`config.mk`:
```
export PLATFORM = sky130hd
export DESIGN_NAME = jk_sync_counter
export DESIGN_NICKNAME = d
export VERILOG_FILES = /design/src/rtl/jk_sync_counter.sv
export SDC_FILE = /design/constraint.sdc
export NUM_CORES = 1
export LEC_CHECK = 0
export ABC_CLOCK_PERIOD_IN_PS = 2760
export CAP_MARGIN = 15
export CORE_ASPECT_RATIO = 1.5
export CORE_MARGIN = 5
export CORE_UTILIZATION = 40
export CTS_CLUSTER_DIAMETER = 200
export DETAILED_ROUTE_END_ITERATION = 8
export GPL_ROUTABILITY_DRIVEN = 0
export MAX_ROUTING_LAYER = met4
export PLACE_DENSITY = 0.68
export SETUP_SLACK_MARGIN = 0.15
export SLEW_MARGIN = 0
export SYNTH_ARGS = -nofsm -noshare
export SYNTH_HDL_FRONTEND = slang
export SYNTH_SLANG_ARGS = --single-unit
```
`constraint.sdc`:
```
create_clock -name clk -period 2.76 [get_ports clk]
set_input_delay 0.552 -clock clk [delete_from_list [all_inputs] [get_ports clk]]
set_output_delay 0.552 -clock clk [all_outputs]
set_load 0.05 [all_outputs]
```
`src/rtl/jk_sync_counter.sv`:
```
// jk_sync_counter: modulo-MOD up/down counter whose next state is produced
// through per-bit JK excitation. j/k are exported for a downstream JK stage,
// tc flags the wrap point of the active count direction, and load_err pulses
// for one cycle after a load value outside 0..MOD-1 was rejected.
module jk_sync_counter #(
    parameter int unsigned WIDTH = 4,
    parameter int unsigned MOD   = 10
) (
    input  logic             clk,
    input  logic             clr,
    input  logic             en,
    input  logic             up_dn,
    input  logic             load,
    input  logic [WIDTH-1:0] d,
    output logic [WIDTH-1:0] q,
    output logic [WIDTH-1:0] j,
    output logic [WIDTH-1:0] k,
    output logic             tc,
    output logic             load_err
);

    typedef enum logic [1:0] {
        CMD_HOLD,
        CMD_COUNT,
        CMD_LOAD,
        CMD_CLR
    } cmd_t;

    // The modulus may equal 2^WIDTH, so the load range check needs one extra bit.
    localparam logic [WIDTH:0]   MOD_W = (WIDTH+1)'(MOD);
    localparam logic [WIDTH-1:0] MAX_V = WIDTH'(MOD - 1);

    logic [WIDTH-1:0] q_q, q_d;
    logic             load_err_q, load_err_d;
    logic [WIDTH-1:0] target;
    logic             load_ok;
    cmd_t             cmd;

    // Resolve the command (clr > load > en > hold) and derive the excitation.
    always_comb begin
        cmd        = CMD_HOLD;
        target     = q_q;
        load_ok    = ({1'b0, d} < MOD_W);
        j          = '0;
        k          = '0;
        tc         = 1'b0;
        load_err_d = 1'b0;

        if (clr) begin
            cmd = CMD_CLR;
        end else if (load) begin
            cmd = CMD_LOAD;
        end else if (en) begin
            cmd = CMD_COUNT;
        end

        // Out-of-range states fall into the wrap branch in both directions.
        if (up_dn) begin
            target = (q_q < MAX_V) ? q_q + WIDTH'(1) : '0;
        end else begin
            target = (q_q == '0 || q_q > MAX_V) ? MAX_V : q_q - WIDTH'(1);
        end

        unique case (cmd)
            CMD_CLR: begin
                j = '0;
                k = '1;
            end
            CMD_LOAD: begin
                if (load_ok) begin
                    j = d;
                    k = ~d;
                end else begin
                    j          = '0;
                    k          = '1;
                    load_err_d = 1'b1;
                end
            end
            CMD_COUNT: begin
                j  = target ^ q_q;
                k  = target ^ q_q;
                tc = up_dn ? (q_q == MAX_V) : (q_q == '0);
            end
            default: begin
                j = '0;
                k = '0;
            end
        endcase

        // Next state only via the JK characteristic equation.
        q_d = (j & ~q_q) | (~k & q_q);
    end

    // State and error-pulse registers; clr is sampled synchronously.
    always_ff @(posedge clk) begin
        if (clr) begin
            q_q        <= '0;
            load_err_q <= 1'b0;
        end else begin
            q_q        <= q_d;
            load_err_q <= load_err_d;
        end
    end

    assign q        = q_q;
    assign load_err = load_err_q;

endmodule

```
Yosys cells after proc, flatten, opt, wreduce, memory -nomap -nowiden --
Cells that the tools add are included.
Operators by class: $add $sub $neg 2, magnitude comparators 3, equality and inequality tests 4, muxes and demuxes 13, bitwise gates (word level) 8, reduce and logical (&&, ||, !) cells 3
Operator list (number):
- 4-bit two-way mux | 5
- 4-bit inverter | 3
- 4-bit case mux with 3 select lines | 1
- 4-bit AND | 2
- 4-bit less-than comparator (second input constant) | 2
- 4-bit case mux with 2 select lines | 1
- 4-bit by 1-bit adder with 4-bit output (second input constant) | 1
- 2-bit == test (second input constant) | 2
- 4-bit == test (second input constant) | 1
- 4-bit > comparator (second input constant) | 1
- 4-bit logical NOT | 1
- 1-bit two-way mux | 4
- 2-bit two-way mux | 2
- 4-bit bitwise OR | 1
- 4-bit by 1-bit subtractor with 4-bit output (second input constant) | 1
- 4-bit bitwise XOR | 1
- 2-bit by 1-bit == test with 1-bit output (second input constant) | 1
- 2-bit OR reduction | 1
- 1-bit logical OR | 1
- 1-bit inverter | 1
Storage, ports and cells: bits in registers 5, input bits 9, output and inout port bits 14, logic and storage cells 35

Depth between registers and ports, before layout --
Gate-level depths: netlist (run 1).
depth in word-level cells 9, depth in mapped cells 9

Worst setup path before layout (run 1) --
No wires, ideal clock.
kind register to output, start register q_q[1] (netlist: q[1]), end output k[3], arrival time 2.642 ns, data required time 2.208 ns, slack -0.434 ns, stages on the path, launching flop included 6, buffers on the path 0, cell sequence dfxtp_1 inv_1 ha_1 nand2b_1 a211o_1 a31oi_1
Between the ends: longest elaborated chain between the ends 6, elaborated cells on any way between the ends 11
RTL lines:
- from (decl) | line 33 | logic [WIDTH-1:0] q_q, q_d;
- from (signal assigned) | line 100 | q_q <= q_d;
- 4-bit > comparator / 4-bit logical NOT (equally long branches) | line 61 | target = (q_q == '0 || q_q > MAX_V) ? MAX_V : q_q - WIDTH'(1);
- 1-bit logical OR | line 61
- 4-bit two-way mux | line 61
- 4-bit two-way mux * | line 58 | if (up_dn) begin
- 4-bit bitwise XOR * | line 81 | k = target ^ q_q;
- 4-bit case mux with 3 select lines * | line 64 | unique case (cmd)
- to (decl) | line 17 | output logic [WIDTH-1:0] k,
Every way passes the cells marked *; elsewhere a longest branch is shown, timed or not.

Worst setup path in the final report (run 1) --
start input clr, end output k[1]
Between the ends: longest elaborated chain between the ends 3, elaborated cells on any way between the ends 5
RTL lines:
- from (decl) | line 10 | input logic clr,
- 2-bit two-way mux * | line 49 | if (clr) begin
- 2-bit by 1-bit == test with 1-bit output / 2-bit == test (equally long branches) | line 64
- 4-bit case mux with 3 select lines * | line 64
Marks and branches as above.

==> impl_metrics.json, run 1 <==
{
  "cts_buffer_depth": 2,
  "first_pass_iters": 4,
  "slew_headroom": 0.6713,
  "fin_area_sq_um": 1523,
  "period_share": 0.9326,
  "hold_depth": 3,
  "grt_pass1_vias": 1168,
  "synth_nets": 126,
  "syn_area_sq_um": 790.8,
  "ys_ff_latch": 5,
  "final_layout_size_suffix_gt1_frac": 0.4813,
  "path_max_fanout": 3,
  "slowest_stage": "or3_1",
  "clock_latency_ns": 0.25,
  "seqCellArea_sq_um": 108.9,
  "synthArstFlopShare": 0,
  "cp.required_ns": 2.21,
  "synth-edff-count": 0,
  "area_growth_syn_to_layout_pct": 92.56,
  "place_area_sq_um": 1310,
  "fp.coreArea_sq_um": 1854,
  "reg2reg_from": "q[0]",
  "drt-initial-drc-count": 38,
  "multiInputGateArea_sq_um": 765.7,
  "io_pins": 23,
  "rrSetupSlack_ns": 0.79,
  "cts_root_buffer": "clkbuf_4",
  "setup_tns_ns": 0,
  "cts_tree": "yes",
  "clock-sinks": 5,
  "antenna_found_initial": 0,
  "nNetsFinal": 178,
  "avgSynthCellArea_sq_um": 7.255,
  "synth_top_area_frac": 0.1266,
  "vias": 1093,
  "grt_busiest_layer": "met2",
  "wirelength_mm": 3.075,
  "die_x_um": 46.31,
  "r2r_end": "q[3]",
  "htree_levels": 1,
  "diodes": 0,
  "synth_ff_type": "dfxtp_1",
  "fin_crit_ns": 2.574,
  "fillers": 107,
  "slew_viol_final": 0,
  "ys_types": 43,
  "synth_warnings": 0,
  "dieArea_sq_um": 2985,
  "worst_setup_path_start_kind": "input port",
  "finalNonFillerCells": 181,
  "slowest_delay_ns": 0.39,
  "drtAntennaViolNets": 0,
  "skew_ns": 0.001911,
  "synth.most_common_cell": "inv_1",
  "final-setup-viol-count": 0,
  "met2_usage": 0.3879,
  "met3_usage": 0.04155,
  "reg2reg_depth": 8,
  "dp.cells": 169,
  "leakage_nw": 0.6293,
  "outcome": "finished clean",
  "hp-start": "clr",
  "grt_max_degree": 15,
  "yosysTopAreaCell": "dfxtp_1",
  "critical_path_class": "in2out",
  "syn_inst": 109,
  "ir_worst_vdd_uv": 251.2,
  "crit_chain": "buf_6 > or2_4 > inv_4 > buf_4 > ha_4 > nand3b_1 > or3_1 > o211ai_1 > clkbuf_16",
  "synth_common_cells": "inv_1 (10), ha_1 (8), nand2_1 (8), a21oi_1 (6), nor2_1 (6)",
  "dieHeight_um": 64.46,
  "timing.hold.ws_ns": 0.5467,
  "path_clk_slew_ns": 0.05,
  "tightest_slew_ns": 0.4915,
  "yosysSeqAreaShare": 0.1266,
  "worstPathArrival_ns": 2.02,
  "start_util": 0.4265,
  "critPathCaptureType": "output pin",
  "post-route-drc-count": 0,
  "portBuffers": 22,
  "power_density_nw_per_um2": 282.3,
  "hpwl_mm": 2.139,
  "grt_use_met1": 0.2371,
  "holdPathEnd": "q[1]",
  "hold_viol": 0,
  "drt-wirelength-per-cell_um": 16.99,
  "cts_hold_buffers": 0,
  "min_path_type": "in2reg",
  "ys_top_cells_by_area": "dfxtp_1 (13%), ha_1 (13%), inv_1 (4.7%)",
  "max_clock_freq_ghz": 0.3885,
  "drt-vias-per-instance": 6.039,
  "rows": 19,
  "grt_use_total": 0.2328,
  "grt_overflow": 0,
  "grt_pass1_wl_mm": 4.995,
  "cts_buffers": 3,
  "drv_cap": 0,
  "rsz0062_at_grt": "true"
}
-- state kept, by name, summed over array words and instances (netlist names) --
register and cells:
q 4, load_err 1
-- kinds of logic after synthesis --
group	Yosys count	share of synthesized area
and+or+nand+nor	42	0.2975
AOI/OAI and AO/OA	38	0.3497
buffers and inverters	15	0.08544
adders and majority gates	8	0.1266
DFF	5	0.1266
muxes	1	0.01424
-- layer usage --
layer	part of all wire	vias up
met5	0	-
met3	0.062	20
met1	0.38	512
met2	0.51	50
li1	-	511
met4	0.056	0
-- how the worst max path moves through the flow --
stage | slack (ns) | end | from | cells past startpoint
4_1_cts | 0.15 | k[1] | en | 8
5_1_grt | 0.11 | k[1] | en | 8
2_1_floorplan | 0.10 | k[3] | clr | 7
3_3_place_gp | -0.23 | j[1] | clr | 9
6_report | 0.19 | k[1] | clr | 9
3_5_place_dp | -0.27 | j[1] | clr | 9
-- per-stage QoR --
step	power, mW	util	setup slack [ns]
5_1_grt	0.4503	0.8212	0.1064
6_report	0.4299	0.8212	0.1859
3_5_place_dp	0.3039	0.7065	-0.2739
4_1_cts	0.4248	0.8030	0.1511
2_1_floorplan	0.1988	-	0.1006
3_3_place_gp	0.3011	0.7065	-0.2304
-- worst max-delay path: cells and delay by family --
kind,cells,cell delay (ns)
AND/OR/NAND/NOR,3,0.71
buffers and inverters,4,0.47
adder cells (fa/ha/maj),1,0.15
AO/OA/AOI/OAI,1,0.14
-- cell usage in the layout (no fill, tap or decap), types with 2 or more instances in the layout --
cell | netlist | final
a211o_1 | 2 | 2
or2_4 | 0 | 2
nor2b_1 | 2 | 2
buf_4 | 0 | 27
or3b_1 | 2 | 2
a211oi_1 | 2 | 2
inv_2 | 0 | 2
o2111ai_1 | 2 | 2
nor2_1 | 6 | 6
a31oi_1 | 5 | 2
clkbuf_4 | 0 | 3
dfxtp_4 | 0 | 2
inv_4 | 0 | 2
nand2_1 | 8 | 8
ha_1 | 8 | 3
a21o_1 | 3 | 3
clkdlybuf4s50_1 | 0 | 9
a21oi_1 | 6 | 2
inv_1 | 10 | 6
a21oi_2 | 1 | 3
ha_4 | 0 | 3
nand3_1 | 4 | 3
nor3_1 | 4 | 3
buf_6 | 1 | 5
a21oi_4 | 0 | 2
dfxtp_1 | 5 | 2
nand3b_1 | 2 | 2
ha_2 | 0 | 2
o21ai_0 | 4 | 4
buf_12 | 0 | 8
or3_1 | 2 | 2
a31oi_2 | 0 | 2
nand2b_1 | 3 | 3
-- layout make-up --
class,count,share of cell area
Clock buffer,4,0.01726
Tap cell,21,0.01726
Timing Repair Buffer,52,0.3632
Sequential cell,5,0.07149
Inverter,10,0.02794
Multi-Input combinational cell,89,0.5029
-- power breakdown --
part | total, mW | internal (mW) | switching (mW)
sequential | 0.0785 | 0.0736 | 0.00493
combinational | 0.257 | 0.124 | 0.133
clock | 0.0945 | 0.0553 | 0.0393
-- what timing repair did --
action	CTS	global route
setup endpoints to repair	9	8
pin swaps	6	3
buffers inserted	8	0
gates resized for setup	34	9
No activity file was read; power rests on OpenSTA's default activity.
==> run 2: changes to the inputs <==
- CORE_ASPECT_RATIO: 1.5 -> unset
- CORE_UTILIZATION: 40 -> 47
- PLACE_DENSITY: 0.68 -> 0.78
==> run 2 against run 1 <==
The run now fails in clock tree synthesis (4_1_cts). Synthesized cell count unchanged. Area after synthesis unchanged.
==> impl_metrics.json, run 2 <==
{
  "rows": 14,
  "avgSynthCellArea_sq_um": 7.255,
  "cts_root_buffer": "clkbuf_4",
  "htree_levels": 1,
  "stop_stage": "clock tree synthesis (4_1_cts)",
  "cts_setup_buffers": 12,
  "synth_warnings": 0,
  "ys_ff_latch": 5,
  "dieHeight_um": 51.02,
  "outcome": "stopped before the end",
  "cts_buffer_depth": 2,
  "synth_top_area_frac": 0.1266,
  "clock-sinks": 5,
  "io_pins": 23,
  "synthArstFlopShare": 0,
  "cts_buffers": 3,
  "start_util": 0.5072,
  "ys_types": 43,
  "ys_top_cells_by_area": "dfxtp_1 (13%), ha_1 (13%), inv_1 (4.7%)",
  "synth_nets": 126,
  "synth_common_cells": "inv_1 (10), ha_1 (8), nand2_1 (8), a21oi_1 (6), nor2_1 (6)",
  "cts.repair.resized": 38,
  "cts_hold_buffers": 0,
  "error_line": "[ERROR DPL-0033] detailed placement checks failed during check placement.",
  "post-place-ws_ns": -0.3104,
  "synth_ff_type": "dfxtp_1",
  "portBuffers": 22,
  "hpwl_mm": 2.220,
  "synth.most_common_cell": "inv_1",
  "die_x_um": 51.02,
  "syn_area_sq_um": 790.8,
  "yosysSeqAreaShare": 0.1266,
  "synth-edff-count": 0,
  "yosysTopAreaCell": "dfxtp_1",
  "syn_inst": 109
}
[run 2: cell counts after synthesis]
No cell type changed its count.
[run 2: logic make-up after synthesis]
family / count (synthesis) / synth area share
fa+ha+maj: 8 / 0.1266
flops: 5 / 0.1266
mux: 1 / 0.01424
buf+inv: 15 / 0.08544
compound gates: 38 / 0.3497
simple gates: 42 / 0.2975
[run 2: stage by stage]
step,util,std cells,TNS (ns),area [sq um]
after floorplan,-,109,0,844.6
after global placement,0.8507,167,-1.471,1326
after detailed placement,0.8507,167,-2.173,1326
==> run 3: changes to the inputs <==
- CORE_AREA: unset -> 5 5 66 68
- CORE_MARGIN: 5 -> unset
- CORE_UTILIZATION: 47 -> unset
- CTS_CLUSTER_DIAMETER: 200 -> unset
- DIE_AREA: unset -> 0 0 71 73
- MAX_ROUTING_LAYER: met4 -> unset
- PLACE_DENSITY: 0.78 -> unset
- PLACE_DENSITY_LB_ADDON: unset -> 0.15
- SETUP_SLACK_MARGIN: 0.15 -> unset
==> run 3 against run 2 <==
The run now ends clean.
==> impl_metrics.json, run 3 (synthesis results as in run 1) <==
{
  "leakage_nw": 0.6215,
  "area_growth_syn_to_layout_pct": 93.20,
  "mostFrequentLayoutCells": "buf_4 (28), clkdlybuf4s50_1 (9), inv_1 (8), nand2_1 (8), buf_12 (8)",
  "start_util": 0.2082,
  "cts_buffers": 3,
  "reg2reg_from": "q[1]",
  "path_clk_slew_ns": 0.04,
  "post-route-drc-count": 0,
  "cts_buffer_depth": 2,
  "skew_ns": 0.004551,
  "clock-sinks": 5,
  "hp-start": "q[0]",
  "slew_viol_final": 0,
  "io_pins": 23,
  "nNetsFinal": 177,
  "rrSetupSlack_ns": 0.85,
  "finalPower_mw": 0.4696,
  "grt_pass1_vias": 1049,
  "cts_tree": "yes",
  "final_common_cell": "buf_4",
  "tightest_slew_ns": 0.5001,
  "drt-initial-drc-count": 53,
  "cts_root_buffer": "clkbuf_8",
  "wirelength_mm": 2.765,
  "largest_register_ff_count": 4,
  "setup_tns_ns": 0,
  "diodes": 0,
  "slew_headroom": 0.6656,
  "drt-wirelength-per-cell_um": 13.23,
  "critical_path_class": "reg2out",
  "grt_use_total": 0.1129,
  "grt_overflow": 0,
  "die_x_um": 71,
  "drv_cap": 0,
  "clock_latency_ns": 0.23,
  "worstPathArrival_ns": 2.13,
  "vias": 1014,
  "final_layout_size_suffix_gt1_frac": 0.4214,
  "drtAntennaViolNets": 0,
  "grt_max_degree": 15,
  "portBuffers": 22,
  "worst_setup_path_start_kind": "register",
  "htree_levels": 1,
  "rows": 23,
  "hold_viol": 0,
  "cp.required_ns": 2.21,
  "final-setup-viol-count": 0,
  "power_density_nw_per_um2": 307.4,
  "critPathCaptureType": "output pin",
  "hpwl_mm": 2.154,
  "min_path_type": "reg2reg",
  "drt-vias-per-instance": 4.852,
  "dieArea_sq_um": 5183,
  "first_pass_iters": 5,
  "fin_crit_ns": 2.678,
  "path_max_fanout": 5,
  "dieHeight_um": 73,
  "timing.hold.ws_ns": 0.6007,
  "ir_worst_vdd_uv": 100.1,
  "period_share": 0.9701,
  "startpoint": "q[0]",
  "max_clock_freq_ghz": 0.3735,
  "fp.coreArea_sq_um": 3799,
  "antenna_found_initial": 0,
  "grt_pass1_wl_mm": 4.705,
  "outcome": "finished clean"
}
[run 3: routing by layer]
metal,track usage,vias up,part of all wire
li1,-,504,-
met1,0.1316,482,0.45
met2,0.2132,22,0.50
met3,0.01240,6,0.020
met4,0.03758,0,0.024
met5,0,-,0
[run 3: path summary, 6_finish.rpt]
path	to	depth (start not counted)
worst max-delay path	k[1]	7
worst min-delay path	q[0]	2
worst max register to register	q[3]	7
worst min register to register	q[0]	2
[run 3: power by group]
part | switching (mW) | leakage [nW] | internal, mW
Combinational | 0.127 | 0.557 | 0.118
Sequential | 0.00432 | 0.0418 | 0.0747
Clock | 0.0457 | 0.0228 | 0.100
[run 3: worst max-delay path, cell delays in order, from the launching register on]
cell and delay [ns]:
dfxtp_4 0.35, buf_4 0.14, ha_1 0.24, o21ba_1 0.21, o221a_4 0.25, or3_1 0.34
o211ai_1 0.15, clkbuf_16 0.22
[run 3: stage by stage]
stage                     setup slack, ns  area [sq um]    util  cells
final                             0.08249          1528  0.4022    209
after CTS                        0.001328          1471  0.3874    205
after global routing            -0.002676          1528  0.4022    209
after detailed placement          -0.3264          1325  0.3488    198
after global placement            -0.2866          1325  0.3488    198
after floorplan                   0.02819         817.0       -    109
[run 3: repair_timing]
| item | 4_1_cts | 5_1_grt |
|---|---|---|
| endpoints found under the setup margin | 8 | 5 |
| resized for setup | 21 | 8 |
| hold buffers | 0 | 0 |
| endpoints found under the hold margin | 0 | 0 |
| pin swaps | 4 | 3 |
| setup buffers | 3 | 4 |
[run 3: cell type report]
type	count	area, sq um
fillers	399	2271
clock buffers	4	45.04
inverters	10	37.54
well taps	50	62.56
multi-input cells	89	744.5
repair buffers	51	533.0
flip-flops and latches	5	105.1
==> run 4: changes to the inputs <==
- PLACE_DENSITY_LB_ADDON: 0.15 -> unset
==> run 4 against run 3 <==
Design area fell by 2.1%. Wire length rose by 5.2%. Clock power barely moved. Non-clock buffer count did not move. Critical path type is now in2out.
==> impl_metrics.json, run 4 (synthesis results as in run 1) <==
{
  "outcome": "finished clean",
  "fin_crit_ns": 2.664,
  "drt-initial-drc-count": 25,
  "swShare": 0.3781,
  "critical_path_class": "in2out",
  "grt_overflow": 0,
  "ir_worst_vdd_uv": 131.8,
  "path_max_fanout": 4,
  "vias": 1006,
  "p_sw_mw": 0.1758,
  "post-route-drc-count": 0,
  "antenna_found_initial": 0,
  "reg2reg_depth": 7,
  "timing.hold.ws_ns": 0.6193,
  "rrSetupSlack_ns": 0.80,
  "grt_pass1_wl_mm": 4.657,
  "cts_hold_buffers": 0,
  "power_frac_seq": 0.173,
  "setup_ws_ns": 0.09561,
  "leakage_nw": 0.6051,
  "finalNonFillerCells": 209,
  "largest_register_ff_count": 4,
  "cts_buffer_depth": 2,
  "area_growth_syn_to_layout_pct": 89.08,
  "slew_viol_final": 0,
  "portBuffers": 22,
  "p_comb_frac": 0.517,
  "clock_latency_ns": 0.23,
  "cts_tree": "yes",
  "start_util": 0.2082,
  "p_int_mw": 0.2891,
  "slew_headroom": 0.6638,
  "grt_pass1_vias": 1043,
  "grt_max_degree": 15,
  "power_density_nw_per_um2": 310.9,
  "grt_use_total": 0.1111,
  "die_x_um": 71,
  "r2r_end": "q[3]",
  "final-setup-viol-count": 0,
  "hpwl_mm": 2.214,
  "skew_ns": 0.004966,
  "path_clk_slew_ns": 0.04,
  "setup_tns_ns": 0,
  "clock-sinks": 5,
  "holdPathEnd": "q[1]",
  "first_pass_iters": 4,
  "drtAntennaViolNets": 0,
  "hold_viol": 0,
  "nNetsFinal": 177,
  "drv_cap": 0,
  "cts_root_buffer": "clkbuf_8",
  "period_share": 0.9654,
  "worst_setup_path_start_kind": "input port",
  "drt-vias-per-instance": 4.813,
  "wirelength_mm": 2.908,
  "fp.coreArea_sq_um": 3799,
  "dieHeight_um": 73,
  "post-place-ws_ns": -0.4145,
  "hp-start": "q[1]",
  "dp.cells": 197,
  "io_pins": 23,
  "cp.required_ns": 2.21,
  "reg2reg_from": "q[0]",
  "final_layout_size_suffix_gt1_frac": 0.4151,
  "cts_buffers": 3,
  "drt-wirelength-per-cell_um": 13.91,
  "critPathCaptureType": "output pin",
  "tightest_slew_ns": 0.5027,
  "p_clk_frac": 0.311,
  "min_path_type": "reg2reg",
  "worstPathArrival_ns": 2.11,
  "hold_depth": 2,
  "mostFrequentLayoutCells": "buf_4 (27), clkdlybuf4s50_1 (9), inv_1 (8), nand2_1 (8), buf_12 (8)",
  "dieArea_sq_um": 5183,
  "final_common_cell": "buf_4",
  "max_clock_freq_ghz": 0.3753,
  "diodes": 0,
  "htree_levels": 1,
  "rows": 23
}
-- run 4: metal layers --
| layer | GRT usage | vias up | part of all wire |
|---|---|---|---|
| met5 | 0 | - | 0 |
| met4 | 0.04384 | 0 | 0.013 |
| met3 | 0.02617 | 5 | 0.040 |
| met2 | 0.1998 | 29 | 0.51 |
| met1 | 0.1266 | 468 | 0.44 |
| li1 | - | 504 | - |
-- run 4: critical path: stages --
cell and delay (ns):
buf_2 0.12, buf_4 0.13, a21o_1 0.19, inv_2 0.09, buf_4 0.10, ha_1 0.21, inv_1 0.10, a21o_1 0.18
a31oi_2 0.26, buf_12 0.17
-- run 4: worst max path at each step --
stage                     startpoint   end  cells after the start
after global placement           clr  j[3]                      9
after floorplan                 q[1]  k[1]                      6
after CTS                        clr  j[3]                     11
final                            clr  k[0]                     10
after detailed placement         clr  j[3]                      9
after global routing             clr  k[3]                     11
-- run 4: final cells by class --
class                   count  area (sq um)
fillers                   390          2303
multi-input cells          89         716.9
repair buffers             51         528.0
flip-flops and latches      5         105.1
well taps                  50         62.56
clock buffers               4         45.04
inverters                  10         37.54
-- run 4: through the flow --
| step | cell area [sq um] | utilization | power, mW |
|---|---|---|---|
| 2_1_floorplan | 817.0 | - | 0.1961 |
| 3_3_place_gp | 1318 | 0.3468 | 0.2974 |
| 3_5_place_dp | 1318 | 0.3468 | 0.3015 |
| 4_1_cts | 1475 | 0.3883 | 0.4644 |
| 5_1_grt | 1495 | 0.3936 | 0.4838 |
| 6_report | 1495 | 0.3936 | 0.4649 |
-- run 4: power by group through the flow --
stage	clock (mW)	sequential [mW]	combinational [mW]
after floorplan	0	0.0883	0.108
after global placement	0	0.0815	0.216
after detailed placement	0	0.0817	0.220
after CTS	0.146	0.0800	0.238
after global routing	0.149	0.0809	0.254
final	0.144	0.0804	0.240
-- run 4: repair_timing --
item                       CTS  global route
resized for setup           19            10
setup endpoints to repair    9             7
buffers inserted             7             1
pin swaps                    7             3
